[src/rtl/nmr_voter.sv]
// rtl/nmr_voter.sv - clocked N-modular-redundancy bitwise-majority voter
//
// Votes N replica words of W bits into one registered word, tracks per-replica
// runs of disagreement and retires a replica after K in a row, keeping at
// least three replicas active. Raises a sticky alarm on ties or when a
// retirement would leave fewer than three voters.
//
// Ports:
//   clk, rst_n        clock (rising edge), asynchronous active-low reset
//   valid_in, din     vote set; replica i in din[i*W +: W]
//   clr_fault         strobe: reinstate replicas, clear counters and alarm
//   valid_out         dout/disagree/no_majority refreshed this cycle
//   dout              voted word
//   disagree          per-replica mismatch against dout
//   masked            sticky per-replica retirement
//   no_majority       some bit of dout was a tie
//   fail              sticky alarm
module nmr_voter #(
  parameter int N = 5,
  parameter int W = 8,
  parameter int K = 3
) (
  input  logic         clk,
  input  logic         rst_n,
  input  logic         valid_in,
  input  logic [N*W-1:0] din,
  input  logic         clr_fault,
  output logic         valid_out,
  output logic [W-1:0] dout,
  output logic [N-1:0] disagree,
  output logic [N-1:0] masked,
  output logic         no_majority,
  output logic         fail
);

  localparam logic [7:0] KC = 8'(K);

  logic [W-1:0] dout_q, dout_d, vote;
  logic [W-1:0] tie;
  logic [N-1:0] disagree_q, disagree_d, dis;
  logic [N-1:0] masked_q, masked_d, active, cand;
  logic         valid_q, no_maj_q, no_maj_d;
  logic         fail_q, fail_d, retire_ok;
  logic [7:0]   cnt_q [N];
  logic [7:0]   cnt_d [N];
  logic [7:0]   cnt_nx [N];
  int           act_n, ones, n_cand;

  // Vote, disagreement and counter look-ahead against the current mask.
  always_comb begin
    active = ~masked_q;
    act_n  = 0;
    for (int i = 0; i < N; i++) if (active[i]) act_n++;

    // A tie keeps the previous output bit so dout never flips on no evidence.
    vote = dout_q;
    tie  = '0;
    for (int b = 0; b < W; b++) begin
      ones = 0;
      for (int i = 0; i < N; i++) if (active[i] && din[i*W+b]) ones++;
      if (2 * ones > act_n)      vote[b] = 1'b1;
      else if (2 * ones < act_n) vote[b] = 1'b0;
      else                       tie[b]  = 1'b1;
    end

    n_cand = 0;
    cand   = '0;
    for (int i = 0; i < N; i++) begin
      dis[i]    = active[i] && (din[i*W +: W] != vote);
      cnt_nx[i] = cnt_q[i];
      if (active[i]) begin
        if (dis[i]) cnt_nx[i] = (cnt_q[i] >= KC) ? KC : cnt_q[i] + 8'd1;
        else        cnt_nx[i] = 8'd0;
      end
      cand[i] = active[i] && (cnt_nx[i] == KC);
      if (cand[i]) n_cand++;
    end
    retire_ok = (act_n - n_cand) >= 3;
  end

  // Next state: clear overrides any counter/mask effect of a same-cycle vote.
  always_comb begin
    dout_d     = dout_q;
    disagree_d = disagree_q;
    no_maj_d   = no_maj_q;
    masked_d   = masked_q;
    fail_d     = fail_q;
    for (int i = 0; i < N; i++) cnt_d[i] = cnt_q[i];

    if (valid_in) begin
      dout_d     = vote;
      disagree_d = dis;
      no_maj_d   = |tie;
    end

    if (clr_fault) begin
      masked_d = '0;
      fail_d   = 1'b0;
      for (int i = 0; i < N; i++) cnt_d[i] = 8'd0;
    end else if (valid_in) begin
      for (int i = 0; i < N; i++) cnt_d[i] = cnt_nx[i];
      if (retire_ok) masked_d = masked_q | cand;
      else           fail_d   = 1'b1;
      if (|tie) fail_d = 1'b1;
    end
  end

  always_ff @(posedge clk or negedge rst_n) begin
    if (!rst_n) begin
      valid_q    <= 1'b0;
      dout_q     <= '0;
      disagree_q <= '0;
      no_maj_q   <= 1'b0;
      masked_q   <= '0;
      fail_q     <= 1'b0;
      for (int i = 0; i < N; i++) cnt_q[i] <= 8'd0;
    end else begin
      valid_q    <= valid_in;
      dout_q     <= dout_d;
      disagree_q <= disagree_d;
      no_maj_q   <= no_maj_d;
      masked_q   <= masked_d;
      fail_q     <= fail_d;
      for (int i = 0; i < N; i++) cnt_q[i] <= cnt_d[i];
    end
  end

  assign valid_out   = valid_q;
  assign dout        = dout_q;
  assign disagree    = disagree_q;
  assign no_majority = no_maj_q;
  assign masked      = masked_q;
  assign fail        = fail_q;

endmodule

[config.mk]
export PLATFORM = sky130hd
export DESIGN_NAME = nmr_voter
export DESIGN_NICKNAME = d
export VERILOG_FILES = /design/src/rtl/nmr_voter.sv
export SDC_FILE = /design/constraint.sdc
export NUM_CORES = 1
export LEC_CHECK = 0
export ABC_CLOCK_PERIOD_IN_PS = 13000
export BUFFER_PORTS_ARGS = -buffer_cell sky130_fd_sc_hd__buf_2
export CORE_ASPECT_RATIO = 1.4
export CORE_MARGIN = 2
export CORE_UTILIZATION = 60
export CTS_BUF_LIST = sky130_fd_sc_hd__clkbuf_4 sky130_fd_sc_hd__clkbuf_8
export DETAILED_ROUTE_END_ITERATION = 8
export GPL_ROUTABILITY_DRIVEN = 0
export GPL_TIMING_DRIVEN = 0
export PLACE_DENSITY_LB_ADDON = 0.08
export SYNTH_ARGS = -nofsm -noshare
export SYNTH_HDL_FRONTEND = slang
export SYNTH_SLANG_ARGS = --single-unit
[constraint.sdc]
create_clock -name clk -period 13 [get_ports clk]
set_input_delay 2.6 -clock clk [delete_from_list [all_inputs] [get_ports clk]]
set_output_delay 2.6 -clock clk [all_outputs]
set_load 0.05 [all_outputs]
==> Yosys cells after proc, flatten, opt, wreduce, memory -nomap -nowiden <==
Cells that the tools add are included.
{ "classes": {"muxes": 106, "n_reduce_logical": 55, "n_addsub": 46, "n_bitwise": 2, "eq_ne": 11, "order_cmp": 22} }
{ "ops": {"columns": ["op", "n"], "rows": [
  ["31-bit 2-to-1 mux", 32],
  ["31-bit by 2-bit adder with 31-bit output (second input constant)", 24],
  ["32-bit by 2-bit adder with 32-bit output (second input constant)", 8],
  ["32-bit > comparator", 8],
  ["32-bit < comparator", 8],
  ["32-bit 2-to-1 mux", 8],
  ["8-bit 2-to-1 mux", 15],
  ["40-bit 2-to-1 mux", 2],
  ["1-bit logical AND", 50],
  ["1-bit 2-to-1 mux", 46],
  ["8-bit by 1-bit adder with 8-bit output (second input constant)", 5],
  ["8-bit by 2-bit equality test with 1-bit output (second input constant)", 5],
  ["8-bit by 2-bit greater-or-equal comparator with 1-bit output (second input constant)", 5],
  ["8-bit inequality test", 5],
  ["32-bit by 3-bit greater-or-equal comparator with 1-bit output (second input constant)", 1],
  ["32-bit subtractor", 1],
  ["1-bit by 1-bit adder with 2-bit output (second input constant)", 8],
  ["5-bit 2-to-1 mux", 3],
  ["8-bit OR reduction", 1],
  ["5-bit inverter", 1],
  ["5-bit OR", 1],
  ["2-bit AND reduction", 2],
  ["2-bit nonzero test", 2],
  ["3-bit by 2-bit inequality test with 1-bit output (second input constant)", 1]
]} }
{ "totals": {"elab_cells": 253, "output_inout_bits": 21, "register_bits": 61, "in_bits": 44} }

==> Depth between registers and ports, before layout <==
{ "logic_depth": {"depth_word": 35, "ltp_mapped": 44, "depth_no_buf": 42} }

==> Least setup slack after synthesis <==
OpenSTA, ideal clock, no wires.
{ "synth_path": {"path_kind": "input to register", "start": "in din[0]", "end": "reg masked_q[4], in the netlist masked[4]", "setup_time_ns": 0.132, "n_path_buf": 1, "arrival_time_ns": 9.501, "required_time_ns": 12.868, "path_stages": 34, "setup_slack_ns": 3.367, "path_cell_list": "nand2b_1 inv_1 ha_1 clkbuf_1 xor2_1 mux4_2 ha_1 mux2_2 ha_1 nand2_1 or4_4 a31o_2 xnor2_1 nor3_1 a31oi_1 o21ai_0 inv_1 ha_1 xnor2_1 ha_1 mux2_4 ha_1 mux2i_1 fa_1 a21o_1 a21o_1 fa_1 nor4b_1 o21ai_0 nor2_1 nor2_1 and2_1 a21oi_1 nor2_1"} }
{ "synth_between": {"elab_chain_cells": 32, "word_cells_on_any_way": 61, "classes_between": "add/sub: 9; order compare: 3; eq/ne: 10; mux: 25; bitwise: 1; reduce/logical: 13"} }
{ "synth_lines": {"columns": ["element", "line_no", "source"], "rows": [
  ["start, declared", "26", "input logic [N*W-1:0] din,"],
  ["1-bit logical AND", "60", "for (int i = 0; i < N; i++) if (active[i] && din[i*W+b]) ones++;"],
  ["1-bit 2-to-1 mux", "60", null],
  ["1-bit by 1-bit adder with 2-bit output", "60", null],
  ["31-bit 2-to-1 mux", "60", null],
  ["31-bit by 2-bit adder with 31-bit output", "60", null],
  ["31-bit 2-to-1 mux", "60", null],
  ["31-bit by 2-bit adder with 31-bit output", "60", null],
  ["31-bit 2-to-1 mux", "60", null],
  ["[16 not listed]", null, null],
  ["32-bit by 2-bit adder with 32-bit output", "76", "if (cand[i]) n_cand++;"],
  ["32-bit 2-to-1 mux", "76", null],
  ["32-bit by 2-bit adder with 32-bit output", "76", null],
  ["32-bit 2-to-1 mux", "76", null],
  ["32-bit subtractor", "78", "retire_ok = (act_n - n_cand) >= 3;"],
  ["32-bit by 3-bit greater-or-equal comparator with 1-bit output", "78", null],
  ["2-bit nonzero test (no line)", null, null],
  ["2-bit AND reduction (no line)", null, null],
  ["end signal, assigned", "122", "masked_q <= masked_d;"],
  ["end, declared", "41", "logic [N-1:0] masked_q, masked_d, active, cand;"]
]} }
Several ways; a longest one is shown, not always the timed one. The select of a mux whose other input is x is not followed.
A chain may end at the register's enable or synchronous reset.

==> Worst setup path in the final report <==
Ends and elaborated chain as after synthesis.

==> run_results.csv <==
group,metric,value,unit
critical_path,cp_data_required_time,13260,ps
timing,setup_violations,0,
floorplan,die-height,132,um
logic_synthesis,synthFlopType,"dfrtp_1",
cts,cts_buffers,9,
drt,drt_iter0_drc,323,
logic_synthesis,synthArstFlopShare,100,%
floorplan,die_w,95.7,um
finish,nets,1038,
logic_synthesis,yosysUniqueCellTypes,97,
logic_synthesis,seq_area_frac_synth,21.6,%
timing,slew_headroom,44.4,%
timing,tightest_slew,834,ps
drt,firstDrtPassIters,5,
cts,clock_latency,350,ps
logic_synthesis,synth_edf_count,0,
critical_path,critPathSlowestCell,"mux4_2",
timing,hold_viol,0,
logic_synthesis,post-synth-top-count-cell,"ha_1",
cts,clk_pin_slew,70,ps
finish,drive_gt1_share,15.5,%
cts,htreeDepth,3,
cts,cts_tree,"done",
logic_synthesis,netlist_top_cells_count,"ha_1 (67), nand2_1 (66), dfrtp_1 (61)",
critical_path,r2r-end,"masked[4]$_DFFE_PN0P_",
critical_path,reg2reg_depth,38,
timing,period_minus_slack,10590,ps
critical_path,reg2reg_from,"masked[1]$_DFFE_PN0P_",
status,outcome,"complete, no violations",
logic_synthesis,avgSynthCellArea,8.41,um^2
logic_synthesis,synth.top_cell.area_share,21.6,%
logic_synthesis,ys_seq_elements,61,
cts,post_cts_buffers,0,
critical_path,crit_fanout,5,
logic_synthesis,netlist_instances,840,
drt,drtAntennaViolNets,0,
min_path,holdCritPathClass,"reg -> reg",
timing,setup_tns,0,ps
critical_path,slowest_delay,490,ps
logic_synthesis,synthTopCellsByArea,"dfrtp_1 (22%), ha_1 (12%), xnor2_1 (6.0%)",
logic_synthesis,synth_warnings,0,
grt,antenna_found_initial,0,
finish,antennaDiodeCount,0,
drt,vias,6814,
finish,synthToLayoutAreaGrowth,10.3,%
timing,min_period_over_period,81.4,%
floorplan,core,11400,um^2
critical_path,crit_path_frequent_cell,"ha_1",
drt,post_drt_wl_per_cell,19.0,um
min_path,holdPathStages,1,
floorplan,row_count,46,
logic_synthesis,syn_area,7060,um^2
drt,routed_wirelength,20400,um
critical_path,arrival,10840,ps
critical_path,cp-end-kind,"flop",
grt,grt_max_degree,62,
grt,grt_pass1_vias,6866,
min_path,hp-start,"cnt_q[7]$_DFFE_PN0P_",
timing,slew_viol_final,0,
placed_design,buffer_ports.inserted,64,
floorplan,io_pins,65,
cts,cts_hold_buffers,0,
cts,clock_sinks,61,
grt,grt_pass1_wl,32400,um
logic_synthesis,synth_largest_area_cell,"dfrtp_1",
timing,fmaxAchievable,94.5,MHz
critical_path,startpoint_type,"input pin",
timing,skew,12.0,ps
drt,via_per_inst,6.34,
drt,route.detailed.drc,0,
critical_path,crit_type,"in -> reg",
grt,gr-total-overflow,0,
cts,cts-root-buf,"clkbuf_8",
timing,rsz0062_at_grt,"false",
placed_design,place_hpwl,16200,um
flow_run,maxCapViolCount,0,
floorplan,die-area,12700,um^2
cts,cts_buffer_depth,2,
cts,cts_resized,0,
critical_path,r2r_slack,2920,ps
floorplan,start_util,62.0,%
grt,gr-usage-all-layers,32.8,%
min_path,hold_end,"cnt_q[7]$_DFFE_PN0P_",
how the worst max path moves through the flow:
stage,from,endpoint,slack (ps),cells past startpoint
3_3_place_gp,din[0],masked[4]$_DFFE_PN0P_,2310,35
6_report,din[0],masked[4]$_DFFE_PN0P_,2410,35
3_5_place_dp,din[0],masked[3]$_DFFE_PN0P_,2170,36
5_1_grt,din[6],masked[3]$_DFFE_PN0P_,1800,37
4_1_cts,din[0],masked[3]$_DFFE_PN0P_,2540,36
2_1_floorplan,din[0],masked[4]$_DFFE_PN0P_,3370,34
layout make-up:
| class | count | area (um^2) |
|---|---|---|
| well taps | 144 | 180 |
| plain buffers | 27 | 155 |
| clock buffers | 10 | 138 |
| multi-input cells | 706 | 5210 |
| repair buffers | 64 | 323 |
| fillers | 957 | 3610 |
| flip-flops and latches | 61 | 1530 |
| clock inverters | 6 | 46.3 |
| inverters | 56 | 210 |
critical path: cells and delay by family:
kind / cells / cell delay, ps
xor gates and xnor gates: 3 / 830
muxes: 4 / 1140
AOI/OAI and AO/OA: 7 / 1550
adders and majority gates: 8 / 2680
and+or+nand+nor: 9 / 1570
buffers and inverters: 4 / 460
cells by family (layout without fill, tap and decap cells):
kind of cell,after synthesis,in the layout,share of synthesized area (%)
mux,31,31,4.93
other cells,2,12,0.106
compound gates,153,153,15.5
xor+xnor,81,81,10.9
flops,61,61,21.6
buf+inv,83,163,5.17
fa+ha+maj,71,71,12.7
simple gates,358,358,29.0
metrics by stage:
| stage | std cells | area (um^2) | setup WS [ps] | hold slack (ps) | utilization [%] |
|---|---|---|---|---|---|
| floorplan | 850 | 7100 | 3370 | 445 | - |
| global placement | 1058 | 7600 | 2310 | 461 | 66.7 |
| CTS | 1074 | 7780 | 2540 | 492 | 68.3 |
| finish | 1074 | 7780 | 2410 | 488 | 68.3 |
| detailed placement | 1058 | 7600 | 2170 | 471 | 66.7 |
| global route | 1074 | 7780 | 1800 | 500 | 68.3 |
layer usage:
layer	routed length (um)	part of all wire (%)	global-route usage, %	vias up
li1	-	-	-	3162
met1	7460	37	37.0	3228
met2	10000	49	55.9	329
met3	1420	7.0	4.75	95
met4	1470	7.2	21.9	0
met5	0	0	0	-
registers in the layout, indices dropped and copies added (netlist names):
name and count:
cnt_q 40, dout 8, disagree 5, masked 5, fail 1, no_majority 1
valid_out 1
placed cells by master (no fill, tap or decap), types with 10 or more instances in the layout:
cell,instances
a21oi_1,35
and2_1,34
buf_2,66
clkbuf_1,13
clkbuf_8,10
conb_1,12
dfrtp_1,61
ha_1,67
inv_1,55
mux2_2,16
mux2i_1,13
nand2_1,66
nand2b_1,31
nand3_1,22
nand4_1,11
nor2_1,60
nor2b_1,32
nor3_1,21
nor4_1,10
o21ai_0,22
xnor2_1,48
xor2_1,28
Power is not shown: default switching activity piles up to over one toggle a cycle in this logic, so the estimate is an artifact.
